### config.mk
export PLATFORM = sky130hd
export DESIGN_NAME = serial_axi_bridge
export DESIGN_NICKNAME = d
export VERILOG_FILES = /design/src/rtl/serial_axi_pkg.sv /design/src/rtl/serial_axi_resp_ser.sv /design/src/rtl/serial_axi_bridge.sv
export SDC_FILE = /design/constraint.sdc
export NUM_CORES = 1
export LEC_CHECK = 0
export CORE_ASPECT_RATIO = 0.7
export CORE_MARGIN = 2
export CORE_UTILIZATION = 47
export CTS_BUF_LIST = sky130_fd_sc_hd__clkbuf_16
export DETAILED_ROUTE_END_ITERATION = 10
export HOLD_SLACK_MARGIN = 0.06
export PLACE_DENSITY_LB_ADDON = 0.15
export SKIP_LAST_GASP = 1
export SLEW_MARGIN = 15
export SYNTH_ARGS = -nofsm -noshare
export SYNTH_HDL_FRONTEND = slang
export SYNTH_SLANG_ARGS = --single-unit
### constraint.sdc
create_clock -name clk -period 15.29 [get_ports clk]
set_clock_uncertainty 0.1 [all_clocks]
set_input_delay 3.8225 -clock clk [delete_from_list [all_inputs] [get_ports clk]]
set_output_delay 3.8225 -clock clk [all_outputs]
set_load 0.005 [all_outputs]
### src/rtl/serial_axi_pkg.sv
// ============================================================================
// Package : serial_axi_pkg -- opcodes, AXI constants and FSM states for the
//           UART-to-AXI command bridge.                          Revision 1.0
// ============================================================================
`default_nettype none

package serial_axi_pkg;

    localparam logic [7:0] OP_WRITE   = 8'h57;
    localparam logic [7:0] OP_READ    = 8'h52;
    localparam logic [7:0] ACK_BYTE   = 8'h4B;
    localparam logic [2:0] AXSIZE_16B = 3'b100;
    localparam logic [1:0] BURST_INCR = 2'b01;

    typedef enum logic [2:0] {
        ST_IDLE  = 3'd0,
        ST_ADDR  = 3'd1,
        ST_WDATA = 3'd2,
        ST_AW    = 3'd3,
        ST_B     = 3'd4,
        ST_AR    = 3'd5,
        ST_R     = 3'd6,
        ST_RESP  = 3'd7
    } bridge_state_t;

endpackage

`default_nettype wire

### src/rtl/serial_axi_resp_ser.sv
// ============================================================================
// Module : serial_axi_resp_ser -- loads up to NBYTES+1 response bytes and
//          shifts them out on a valid/ready byte stream.         Revision 1.0
// ============================================================================
`default_nettype none

module serial_axi_resp_ser #(
    parameter int NBYTES = 16
) (
    input  logic                          clk,
    input  logic                          rst,
    input  logic                          load,
    input  logic [(NBYTES+1)*8-1:0]       load_data,
    input  logic [$clog2(NBYTES+2)-1:0]   load_len,
    output logic [7:0]                    tx_data,
    output logic                          tx_valid,
    input  logic                          tx_ready,
    output logic                          done
);

    localparam int LW = $clog2(NBYTES + 2);

    logic [(NBYTES+1)*8-1:0] r_buf;
    logic [LW-1:0]           r_left;
    logic                    r_valid;
    logic                    w_fire;

    assign w_fire = r_valid && tx_ready;

    // Byte 0 of the buffer is always the byte on the wire, so tx_data only
    // moves on a handshake edge.
    always_ff @(posedge clk or posedge rst) begin
        if (rst) begin
            r_buf   <= '0;
            r_left  <= '0;
            r_valid <= 1'b0;
        end else if (load) begin
            r_buf   <= load_data;
            r_left  <= load_len;
            r_valid <= 1'b1;
        end else if (w_fire) begin
            r_buf  <= r_buf >> 8;
            r_left <= r_left - LW'(1);
            if (r_left == LW'(1)) begin
                r_valid <= 1'b0;
            end
        end
    end

    assign tx_data  = r_buf[7:0];
    assign tx_valid = r_valid;
    assign done     = w_fire && (r_left == LW'(1));

endmodule

`default_nettype wire

### src/rtl/serial_axi_bridge.sv
// ============================================================================
// Module : serial_axi_bridge -- parses UART command frames into single-beat
//          AXI4 transactions. Option: SERIAL_AXI_BRIDGE_STATUS_EN. Rev 1.0
// ============================================================================
`default_nettype none

module serial_axi_bridge
    import serial_axi_pkg::*;
#(
    parameter int ADDR_WIDTH = 28,
    parameter int DATA_WIDTH = 128,
    parameter int ID_WIDTH   = 4
) (
    input  logic                    clk,
    input  logic                    sys_rst,
    input  logic [7:0]              rx_data,
    input  logic                    rx_valid,
    output logic                    rx_ready,
    output logic [7:0]              tx_data,
    output logic                    tx_valid,
    input  logic                    tx_ready,
    output logic [ID_WIDTH-1:0]     s_axi_awid,
    output logic [ADDR_WIDTH-1:0]   s_axi_awaddr,
    output logic [7:0]              s_axi_awlen,
    output logic [2:0]              s_axi_awsize,
    output logic [1:0]              s_axi_awburst,
    output logic                    s_axi_awlock,
    output logic [3:0]              s_axi_awcache,
    output logic [2:0]              s_axi_awprot,
    output logic [3:0]              s_axi_awqos,
    output logic                    s_axi_awvalid,
    input  logic                    s_axi_awready,
    output logic [DATA_WIDTH-1:0]   s_axi_wdata,
    output logic [DATA_WIDTH/8-1:0] s_axi_wstrb,
    output logic                    s_axi_wlast,
    output logic                    s_axi_wvalid,
    input  logic                    s_axi_wready,
    output logic                    s_axi_bready,
    input  logic [ID_WIDTH-1:0]     s_axi_bid,
    input  logic [1:0]              s_axi_bresp,
    input  logic                    s_axi_bvalid,
    output logic [ID_WIDTH-1:0]     s_axi_arid,
    output logic [ADDR_WIDTH-1:0]   s_axi_araddr,
    output logic [7:0]              s_axi_arlen,
    output logic [2:0]              s_axi_arsize,
    output logic [1:0]              s_axi_arburst,
    output logic                    s_axi_arlock,
    output logic [3:0]              s_axi_arcache,
    output logic [2:0]              s_axi_arprot,
    output logic [3:0]              s_axi_arqos,
    output logic                    s_axi_arvalid,
    input  logic                    s_axi_arready,
    output logic                    s_axi_rready,
    input  logic [ID_WIDTH-1:0]     s_axi_rid,
    input  logic [DATA_WIDTH-1:0]   s_axi_rdata,
    input  logic [1:0]              s_axi_rresp,
    input  logic                    s_axi_rlast,
    input  logic                    s_axi_rvalid
);

    localparam int NBYTES = DATA_WIDTH / 8;
    localparam int CW     = $clog2(NBYTES + 4);
    localparam int LW     = $clog2(NBYTES + 2);
    localparam int PW     = (NBYTES + 1) * 8;

    bridge_state_t         r_state;
    logic [CW-1:0]         r_cnt;
    logic                  r_is_write;
    logic [ADDR_WIDTH-1:0] r_addr;
    logic [DATA_WIDTH-1:0] r_wdata;
    logic                  r_awvalid;
    logic                  r_wvalid;
    logic                  r_arvalid;
    logic                  r_bready;
    logic                  r_rready;

    logic                  w_rx_fire;
    logic                  w_b_fire;
    logic                  w_r_fire;
    logic                  w_load;
    logic                  w_ser_done;
    logic [PW-1:0]         w_load_data;
    logic [LW-1:0]         w_load_len;
    logic                  w_unused;

    assign rx_ready  = (r_state == ST_IDLE) || (r_state == ST_ADDR) || (r_state == ST_WDATA);
    assign w_rx_fire = rx_valid && rx_ready;
    assign w_b_fire  = (r_state == ST_B) && r_bready && s_axi_bvalid;
    assign w_r_fire  = (r_state == ST_R) && r_rready && s_axi_rvalid;
    assign w_load    = w_b_fire || w_r_fire;

    // Response payload is captured straight into the serializer on the B/R
    // handshake; the optional status byte rides one position after the data.
    always_comb begin
        w_load_data = '0;
        w_load_len  = '0;
        if (r_state == ST_B) begin
            w_load_data[7:0] = ACK_BYTE;
`ifdef SERIAL_AXI_BRIDGE_STATUS_EN
            w_load_data[15:8] = {6'b0, s_axi_bresp};
            w_load_len        = LW'(2);
`else
            w_load_len        = LW'(1);
`endif
        end else begin
            w_load_data[DATA_WIDTH-1:0] = s_axi_rdata;
`ifdef SERIAL_AXI_BRIDGE_STATUS_EN
            w_load_data[PW-1:DATA_WIDTH] = {6'b0, s_axi_rresp};
            w_load_len                   = LW'(NBYTES + 1);
`else
            w_load_len                   = LW'(NBYTES);
`endif
        end
    end

    always_ff @(posedge clk or posedge sys_rst) begin
        if (sys_rst) begin
            r_state    <= ST_IDLE;
            r_cnt      <= '0;
            r_is_write <= 1'b0;
            r_addr     <= '0;
            r_wdata    <= '0;
            r_awvalid  <= 1'b0;
            r_wvalid   <= 1'b0;
            r_arvalid  <= 1'b0;
            r_bready   <= 1'b0;
            r_rready   <= 1'b0;
        end else begin
            case (r_state)
                ST_IDLE: if (w_rx_fire) begin
                    r_cnt      <= '0;
                    r_is_write <= (rx_data == OP_WRITE);
                    if ((rx_data == OP_WRITE) || (rx_data == OP_READ)) begin
                        r_state <= ST_ADDR;
                    end
                end
                // Shifting keeps only the low ADDR_WIDTH bits of the 32-bit value.
                ST_ADDR: if (w_rx_fire) begin
                    r_addr <= {r_addr[ADDR_WIDTH-9:0], rx_data};
                    r_cnt  <= r_cnt + CW'(1);
                    if (r_cnt == CW'(3)) begin
                        r_cnt <= '0;
                        if (r_is_write) begin
                            r_state <= ST_WDATA;
                        end else begin
                            r_state   <= ST_AR;
                            r_arvalid <= 1'b1;
                        end
                    end
                end
                ST_WDATA: if (w_rx_fire) begin
                    r_wdata <= {rx_data, r_wdata[DATA_WIDTH-1:8]};
                    r_cnt   <= r_cnt + CW'(1);
                    if (r_cnt == CW'(NBYTES - 1)) begin
                        r_state   <= ST_AW;
                        r_awvalid <= 1'b1;
                        r_wvalid  <= 1'b1;
                    end
                end
                ST_AW: begin
                    if (s_axi_awready) r_awvalid <= 1'b0;
                    if (s_axi_wready)  r_wvalid  <= 1'b0;
                    if ((!r_awvalid || s_axi_awready) && (!r_wvalid || s_axi_wready)) begin
                        r_state  <= ST_B;
                        r_bready <= 1'b1;
                    end
                end
                ST_B: if (w_b_fire) begin
                    r_bready <= 1'b0;
                    r_state  <= ST_RESP;
                end
                ST_AR: if (s_axi_arready) begin
                    r_arvalid <= 1'b0;
                    r_rready  <= 1'b1;
                    r_state   <= ST_R;
                end
                ST_R: if (w_r_fire) begin
                    r_rready <= 1'b0;
                    r_state  <= ST_RESP;
                end
                ST_RESP: if (w_ser_done) begin
                    r_state <= ST_IDLE;
                end
                default: r_state <= ST_IDLE;
            endcase
        end
    end

    serial_axi_resp_ser #(
        .NBYTES    (NBYTES)
    ) u_resp_ser (
        .clk       (clk),
        .rst       (sys_rst),
        .load      (w_load),
        .load_data (w_load_data),
        .load_len  (w_load_len),
        .tx_data   (tx_data),
        .tx_valid  (tx_valid),
        .tx_ready  (tx_ready),
        .done      (w_ser_done)
    );

    assign s_axi_awid    = '0;
    assign s_axi_awaddr  = {r_addr[ADDR_WIDTH-1:4], 4'b0};
    assign s_axi_awlen   = 8'd0;
    assign s_axi_awsize  = AXSIZE_16B;
    assign s_axi_awburst = BURST_INCR;
    assign s_axi_awlock  = 1'b0;
    assign s_axi_awcache = 4'd0;
    assign s_axi_awprot  = 3'd0;
    assign s_axi_awqos   = 4'd0;
    assign s_axi_awvalid = r_awvalid;
    assign s_axi_wdata   = r_wdata;
    assign s_axi_wstrb   = '1;
    assign s_axi_wlast   = r_wvalid;
    assign s_axi_wvalid  = r_wvalid;
    assign s_axi_bready  = r_bready;
    assign s_axi_arid    = '0;
    assign s_axi_araddr  = {r_addr[ADDR_WIDTH-1:4], 4'b0};
    assign s_axi_arlen   = 8'd0;
    assign s_axi_arsize  = AXSIZE_16B;
    assign s_axi_arburst = BURST_INCR;
    assign s_axi_arlock  = 1'b0;
    assign s_axi_arcache = 4'd0;
    assign s_axi_arprot  = 3'd0;
    assign s_axi_arqos   = 4'd0;
    assign s_axi_arvalid = r_arvalid;
    assign s_axi_rready  = r_rready;

    assign w_unused = ^{s_axi_bid, s_axi_rid, s_axi_rlast, s_axi_bresp, s_axi_rresp, r_addr[3:0]};

endmodule

`default_nettype wire

After elaboration in Yosys (flattened, before gate mapping)
Cells that the tools add are included.

Bits in registers: 312. Bits of input ports: 158. Output and inout bits: 274. Word-level logic and storage cells: 121.

Eq/ne operators: 26. Reduce and logical (&&, ||, !) cells: 35. Muxes and demuxes: 45. $add $sub $neg: 2.

Operators with widths (count): 136-bit 2-to-1 mux (2); 120-bit 2-to-1 mux (1); 3-bit 2-to-1 mux (12); 5-bit 2-to-1 mux (7); 3-bit one-hot mux with 8 select lines (1); 2-bit inequality test (second input constant) (10); 8-bit by 7-bit == test with 1-bit output (second input constant) (2); 1-bit 2-to-1 mux (15); 5-bit one-hot mux with 3 select lines (1); 3-bit == test (second input constant) (4); 4-bit AND reduction (3); 2-bit nonzero test (6); 11-bit AND reduction (1); 1-bit one-hot mux with 2 select lines (5); 1-bit logical AND (8); 8-bit 2-to-1 mux (1); 2-bit by 1-bit inequality test with 1-bit output (second input constant) (4); 2-bit AND reduction (4); 3-bit by 2-bit == test with 1-bit output (second input constant) (2); 1-bit logical OR (6); 3-bit AND reduction (2); 5-bit by 1-bit adder with 5-bit output (second input constant) (1); 5-bit by 1-bit == test with 1-bit output (second input constant) (1); 5-bit by 2-bit == test with 1-bit output (second input constant) (1); other kinds (7) (8).

Depth between registers and ports, before layout
Gate-level depths: netlist (run 1).

Word-level depth: 6. Gate-level depth with buffers: 8. Depth with buffers taken out: 8.

Hierarchy
From an unflattened synthesis (run 1), not the netlist that was laid out.

Cells, all modules: 1354. Area total of the unflattened synthesis: 15238.4 µm².

By module, submodules not included: serial_axi_bridge (cells each 717, instances 1, seq. area each 4254.1 µm², area an instance 8613.3 µm²); serial_axi_resp_ser (cells each 637, instances 1, seq. area each 3553.4 µm², area an instance 6625.1 µm²).

Worst setup path before layout (run 1)
Ideal clock, no wire load.

Path kind: input -> register. Start point: input rx_data[5]. End point: register r_state[2]. Arrival: 4927 ps. Data required time: 15064 ps. Setup slack: 10137 ps. Stages: 5. Cell sequence: and4bb_2 nand4b_1 a221oi_2 and3_2 a31oi_1.

Longest elaborated chain between the ends: 4. Elaborated cells between the ends (all ways): 5.

Ends and longest elaborated chain: start: declaration (line serial_axi_bridge.sv:16) `input logic [7:0] rx_data,`; 8-bit by 7-bit == test with 1-bit output (line serial_axi_bridge.sv:133) `if ((rx_data == OP_WRITE) || (rx_data == OP_READ)) begin`; 1-bit logical OR * (line serial_axi_bridge.sv:133); 2-bit by 1-bit inequality test with 1-bit output (no source line) *; 11-bit AND reduction (no source line) *; end signal: assignment (line serial_axi_bridge.sv:134) `r_state <= ST_ADDR;`; end signal: assignment (line serial_axi_bridge.sv:144) `r_state <= ST_WDATA;`; end signal: assignment (line serial_axi_bridge.sv:146) `r_state <= ST_AR;`; end: declaration (line serial_axi_bridge.sv:66) `bridge_state_t r_state;`.

Mark *: on every way between the ends. The rest lies on a longest branch, timed or not. A chain may end at the register's enable or synchronous reset.

Worst setup path after layout (run 1)
Start point: input rx_valid. End point: register r_wdata[80], in the netlist s_axi_wdata[80].

Longest elaborated chain between the ends: 2.

Ends and longest elaborated chain: start: declaration (line serial_axi_bridge.sv:17) `input logic rx_valid,`; 1-bit logical AND (line serial_axi_bridge.sv:87) `assign w_rx_fire = rx_valid && rx_ready;`; 2-bit AND reduction (no source line); end signal: assignment (line serial_axi_bridge.sv:152) `r_wdata <= {rx_data, r_wdata[DATA_WIDTH-1:8]};`; end: declaration (line serial_axi_bridge.sv:70) `logic [DATA_WIDTH-1:0] r_wdata;`.

Every way passes these cells.

==> flow_summary.json, run 1 <==
{
  "antenna_found_initial": 4,
  "yosysWarnings": 0,
  "rows": 52,
  "syn-instance-count": 1160,
  "synth_cell_types": 51,
  "cts_root_buf": "clkbuf_16",
  "startpoint": "rx_valid",
  "final-hold-violation-count": 0,
  "initial_core_util_pct": 47.9,
  "period_minus_slack_ns": 6.27,
  "slew_violations": 0,
  "drt_iter0_drc": 596,
  "setup_violations": 0,
  "grt_max_degree": 120,
  "crit_type": "in2reg",
  "hpwl_mm": 23.0,
  "final_cell_mix": "clkdlybuf4s50_1, dfrtp_1, mux2_2",
  "post-route-util_pct": 60.9,
  "n_fill_cell": 2458,
  "clock-sinks": 304,
  "final_nets": 1574,
  "gp_congestion": 0.778,
  "port_buffers": 336,
  "cts_buffers": 30,
  "cap_violations": 0,
  "leakage_nw": 8.03,
  "worstMarginPinSlew_ns": 1.13,
  "avgRoutedWirePerCell_um": 18.4,
  "place_ws_ns": 8.35,
  "coreArea_mm2": 0.0290,
  "hold_class": "reg2reg",
  "ys_seq_area_share_pct": 54.7,
  "fp.dieH_um": 148,
  "min_period_over_period_pct": 41.0,
  "tns_ns": 0,
  "r2r_setup_slack_ns": 11.92,
  "clk_path_buf_depth": 3,
  "die_area_mm2": 0.0310,
  "grtUsageTotal_pct": 21.4,
  "placed_area_mm2": 0.0167,
  "setup_slack_ns": 9.02,
  "drt_pass1_iterations": 5,
  "wl_mm": 33.5,
  "synth_edf_count": 0,
  "ir_drop_uv": 109,
  "syn_area_mm2": 0.0139,
  "ctsResizeCount": 0,
  "synthArstFlopShare_pct": 100,
  "crit_top_cell": "buf_4",
  "grt_pass1_vias": 9194,
  "syn_avg_cell_area_um2": 12.0,
  "r2r-start": "r_state[1]$_DFFE_PP0P_",
  "rsz0062_at_grt": "false",
  "drc": 0,
  "overflow": 0,
  "synth_flop_cell": "dfrtp_1",
  "insertion_delay_ns": 0.56,
  "cp_top_family": "buffers and inverters",
  "grt_pass1_wl_mm": 52.5,
  "cts-htree-levels": 1,
  "fp.dieW_um": 210,
  "powerDensity_mw_per_mm2": 175,
  "final_common_cell": "clkdlybuf4s50_1",
  "outcome": "complete, no violations",
  "path_max_fanout": 84,
  "cp_data_required_time_ns": 15.63,
  "ant_nets": 0,
  "viasPerCell": 5.02,
  "fmax_ghz": 0.160,
  "crit_chain": "clkdlybuf4s50_1 > nand2b_4 > nor3_2 > buf_4 > buf_4 > mux2_2",
  "crit_path_start_kind": "primary input",
  "tritoncts": "yes",
  "clk_pin_slew_ns": 0.06,
  "worstPathArrival_ns": 6.61,
  "ctsHoldBuffers": 0,
  "path_buf_inv": 3,
  "area_growth_syn_to_layout_pct": 27.1,
  "drive_above_1_share_pct": 15.3,
  "design_area_mm2": 0.0177,
  "max_stage_delay_ns": 0.90,
  "post_cts_buffers": 0,
  "crit_path_top_delay_cell": "buf_4",
  "worstHoldStart": "r_addr[1]$_DFFE_PP0P_",
  "synth-seq-cells": 304,
  "pin_count": 432,
  "endpoint_kind": "flop",
  "vias": 9115,
  "relSlewSlack_pct": 24.8
}
-- routing by layer --
layer / GRT usage [%] / routed length, µm / vias up / part of all wire, %
met4: 4.93 / 545 / 0 / 1.6
met3: 5.67 / 2260 / 31 / 6.8
met1: 31.1 / 15700 / 4516 / 47
met2: 32.3 / 15000 / 257 / 45
met5: 0 / 0 / - / 0
li1: - / - / 4311 / -
-- area by class of cell --
class | count | area [µm²] | area share, %
clock buffer | 31 | 776 | 4.39
tap | 378 | 473 | 2.68
sequential | 304 | 7610 | 43.0
timing repair buffer | 344 | 3420 | 19.4
antenna | 4 | 10.0 | 0.0566
clock inverter | 24 | 174 | 0.984
inverter | 8 | 37.5 | 0.212
multi-input combinational | 724 | 5170 | 29.3
-- through the flow --
stage                     power [mW]  hold WS [ns]  instances
after floorplan                 1.94         0.365       1240
after global placement          2.37         0.383       1758
after detailed placement        2.40         0.391       1758
after CTS                       3.14         0.403       1813
after global routing            3.31         0.418       1815
final                           3.10         0.401       1817
-- Yosys cell counts (3+ instances only) --
cell / count / area share (%)
dfrtp_1: 304 / 55
nand2_1: 138 / 3.7
inv_1: 7 / 0.19
a21oi_1: 14 / 0.50
a22o_1: 9 / 0.57
buf_4: 152 / 8.2
o21ai_1: 3 / 0.11
nand3_1: 4 / 0.14
mux2i_1: 120 / 8.6
o21ai_0: 122 / 4.4
nand2b_1: 4 / 0.18
buf_2: 24 / 0.86
nor2b_1: 4 / 0.18
buf_6: 4 / 0.32
mux2_2: 152 / 12
buf_1: 6 / 0.16
nor2_1: 15 / 0.40
a31oi_1: 7 / 0.31
clkbuf_1: 15 / 0.40
ha_1: 4 / 0.36
nor3_1: 7 / 0.25
clkbuf_8: 3 / 0.30
xnor2_1: 4 / 0.25
mux2_1: 4 / 0.32
-- power by group --
part           internal, mW  switching, mW  total (mW)  leakage [nW]
clock                 0.413          0.306       0.719         0.508
sequential             1.11          0.253        1.37          3.96
combinational         0.613          0.402        1.02          3.56
-- state kept, by name, summed over array words and instances (netlist names) --
register,flops
r_addr,28
r_cnt,5
r_is_write,1
r_state,3
s_axi_arvalid,1
s_axi_awvalid,1
s_axi_bready,1
s_axi_rready,1
s_axi_wdata,128
s_axi_wlast,1
u_resp_ser.r_buf,128
u_resp_ser.r_left,5
u_resp_ser.tx_valid,1
-- path summary, 6_finish.rpt --
check	endpoint	cells after the start
setup / recovery	s_axi_wdata[80]$_DFFE_PP0P_	6
hold / removal	r_addr[1]$_DFFE_PP0P_	1
setup reg to reg	s_axi_wdata[80]$_DFFE_PP0P_	5
hold reg to reg	r_addr[1]$_DFFE_PP0P_	1
max in group asynchronous	r_addr[26]$_DFFE_PP0P_	4
min in group asynchronous	s_axi_wdata[104]$_DFFE_PP0P_	2
-- logic make-up after synthesis --
logic type	share of synthesized area (%)
other	0.0540
flip-flops	54.7
buffers and inverters	10.5
XOR/XNOR	0.315
AND/OR/NAND/NOR	5.91
multiplexers	21.3
adder cells (fa/ha/maj)	0.360
AO/OA/AOI/OAI	6.90
Power figures use the tool's default switching activity.
==> run 2, diff against run 1 <==
--- a/config.mk
+++ b/config.mk
@@ -7,7 +7,7 @@
 export LEC_CHECK = 0
 export CORE_ASPECT_RATIO = 0.7
 export CORE_MARGIN = 2
-export CORE_UTILIZATION = 47
+export CORE_UTILIZATION = 43
 export CTS_BUF_LIST = sky130_fd_sc_hd__clkbuf_16
 export DETAILED_ROUTE_END_ITERATION = 10
 export HOLD_SLACK_MARGIN = 0.06
==> constraint.sdc (replaced) <==
create_clock -name clk -period 5.7 [get_ports clk]
set_clock_uncertainty 0.1 [all_clocks]
set_input_delay 1.425 -clock clk [delete_from_list [all_inputs] [get_ports clk]]
set_output_delay 1.425 -clock clk [all_outputs]
set_load 0.005 [all_outputs]
==> run 2 against run 1 <==
Die area is 9.1% higher. Via count decreased by 0.47%. Combinational power rose to 2.7 times the previous value. Critical endpoint is now rx_ready. Core utilization is 5.4 points lower. Largest power group unchanged. Register-to-register slack got worse by 9.1 ns.
==> flow_summary.json, run 2 (synthesis gave the netlist of run 1 again) <==
{
  "drive_above_1_share_pct": 15.7,
  "path_max_fanout": 21,
  "rsz0062_at_grt": "false",
  "startpoint": "r_state[2]$_DFFE_PP0P_",
  "drt_iter0_drc": 629,
  "overflow": 0,
  "clock-sinks": 304,
  "final-hold-violation-count": 0,
  "crit_path_start_kind": "flop",
  "tns_ns": 0,
  "outcome": "complete, no violations",
  "insertion_delay_ns": 0.56,
  "ir_drop_uv": 258,
  "area_growth_syn_to_layout_pct": 28.0,
  "grt_pass1_wl_mm": 52.6,
  "gp_congestion": 0.782,
  "routed.top_layer": "met4",
  "cts_root_buf": "clkbuf_16",
  "grt_max_degree": 141,
  "cts-htree-levels": 1,
  "dr_wl_met2_mm": 14.8,
  "drc": 0,
  "period_minus_slack_ns": 3.56,
  "worstMarginPinSlew_ns": 1.07,
  "post_cts_buffers": 0,
  "viasPerCell": 4.86,
  "antenna_found_initial": 1,
  "hpwl_mm": 22.7,
  "cap_violations": 0,
  "clk_pin_slew_ns": 0.06,
  "final_nets": 1577,
  "cts_buffers": 31,
  "worstPathArrival_ns": 2.03,
  "seqCellArea_mm2": 0.00761,
  "grt_pass1_vias": 9050,
  "placed_area_mm2": 0.0168,
  "die_area_mm2": 0.0338,
  "routedLengthMet1_mm": 15.9,
  "initial_core_util_pct": 43.4,
  "grtUsageTotal_pct": 19.5,
  "cp_data_required_time_ns": 4.18,
  "drt_pass1_iterations": 4,
  "ctsHoldBuffers": 0,
  "multi_input_area_mm2": 0.00517,
  "coreArea_mm2": 0.0321,
  "clk_path_buf_depth": 3,
  "leakage_nw": 8.05,
  "final_common_cell": "clkdlybuf4s50_1",
  "endpoint_kind": "output port",
  "tritoncts": "yes",
  "n_fill_cell": 2808,
  "ctsResizeCount": 0,
  "crit_type": "reg2out",
  "pin_count": 432,
  "avgRoutedWirePerCell_um": 17.8,
  "design_area_mm2": 0.0178,
  "wl_met3_mm": 2.04,
  "fp.dieW_um": 219,
  "powerDensity_mw_per_mm2": 469,
  "setup_violations": 0,
  "port_buffers": 336,
  "worstHoldStart": "u_resp_ser.r_buf[120]$_DFFE_PP0P_",
  "final_cell_mix": "clkdlybuf4s50_1, dfrtp_1, mux2_2",
  "fp.dieH_um": 154,
  "rows": 55,
  "hold_class": "reg2reg",
  "wl_mm": 33.3,
  "slew_violations": 0,
  "fmax_ghz": 0.281,
  "r2r-start": "r_state[1]$_DFFE_PP0P_",
  "min_period_over_period_pct": 62.5,
  "vias": 9072,
  "relSlewSlack_pct": 28.6,
  "ant_nets": 0
}
## run 2: changes by cell type in the layout (fill, tap and decap cells not counted), sizes merged
cell      before  now
clkinv        10   14
inv           19   14
buf            8   10
diode          4    1
clkinvlp       0    2
## run 2: worst paths after layout
path,end,slack [ns],cells after the start
setup / recovery,rx_ready,2.14,2
hold / removal,u_resp_ser.r_buf[120]$_DFFE_PP0P_,0.41,1
setup reg to reg,u_resp_ser.r_buf[23]$_DFFE_PP0P_,2.82,5
hold reg to reg,u_resp_ser.r_buf[120]$_DFFE_PP0P_,0.41,1
max in group asynchronous,s_axi_wdata[15]$_DFFE_PP0P_,3.26,3
min in group asynchronous,r_addr[0]$_DFFE_PP0P_,1.13,2
## run 2: per-layer routing
metal  vias to the layer above  global-route usage (%)
met5                         -                       0
met4                         0                    3.76
met3                        34                    4.52
met2                       243                    29.4
met1                      4496                    29.0
li1                       4299                       -
## run 2: stage by stage
step	instances	worst slack, ns	power [mW]	utilization [%]	hold WS [ns]
final	1866	2.14	8.34	55.5	0.406
after global routing	1866	2.07	8.91	55.5	0.421
after CTS	1865	2.15	8.46	55.5	0.406
after detailed placement	1809	1.84	6.46	52.5	0.384
after global placement	1809	1.84	6.38	52.5	0.386
after floorplan	1240	0.132	5.22	-	0.365
## run 2: area by class of cell
cell class                 count  area share (%)
tap                          427            3.00
inverter                       8           0.190
sequential                   304            42.7
clock buffer                  31            4.36
antenna                        1          0.0141
clock inverter                25            1.05
timing repair buffer         346            19.6
multi-input combinational    724            29.1
## run 2: critical path, stage by stage, from the launching register on
cell and delay (ns):
dfrtp_1 0.63, a21oi_1 0.23, clkdlybuf4s50_1 0.61
## run 2: power by group
group / switching (mW) / internal [mW] / total (mW)
combinational: 1.10 / 1.66 / 2.76
sequential: 0.653 / 2.99 / 3.64
clock: 0.827 / 1.11 / 1.94
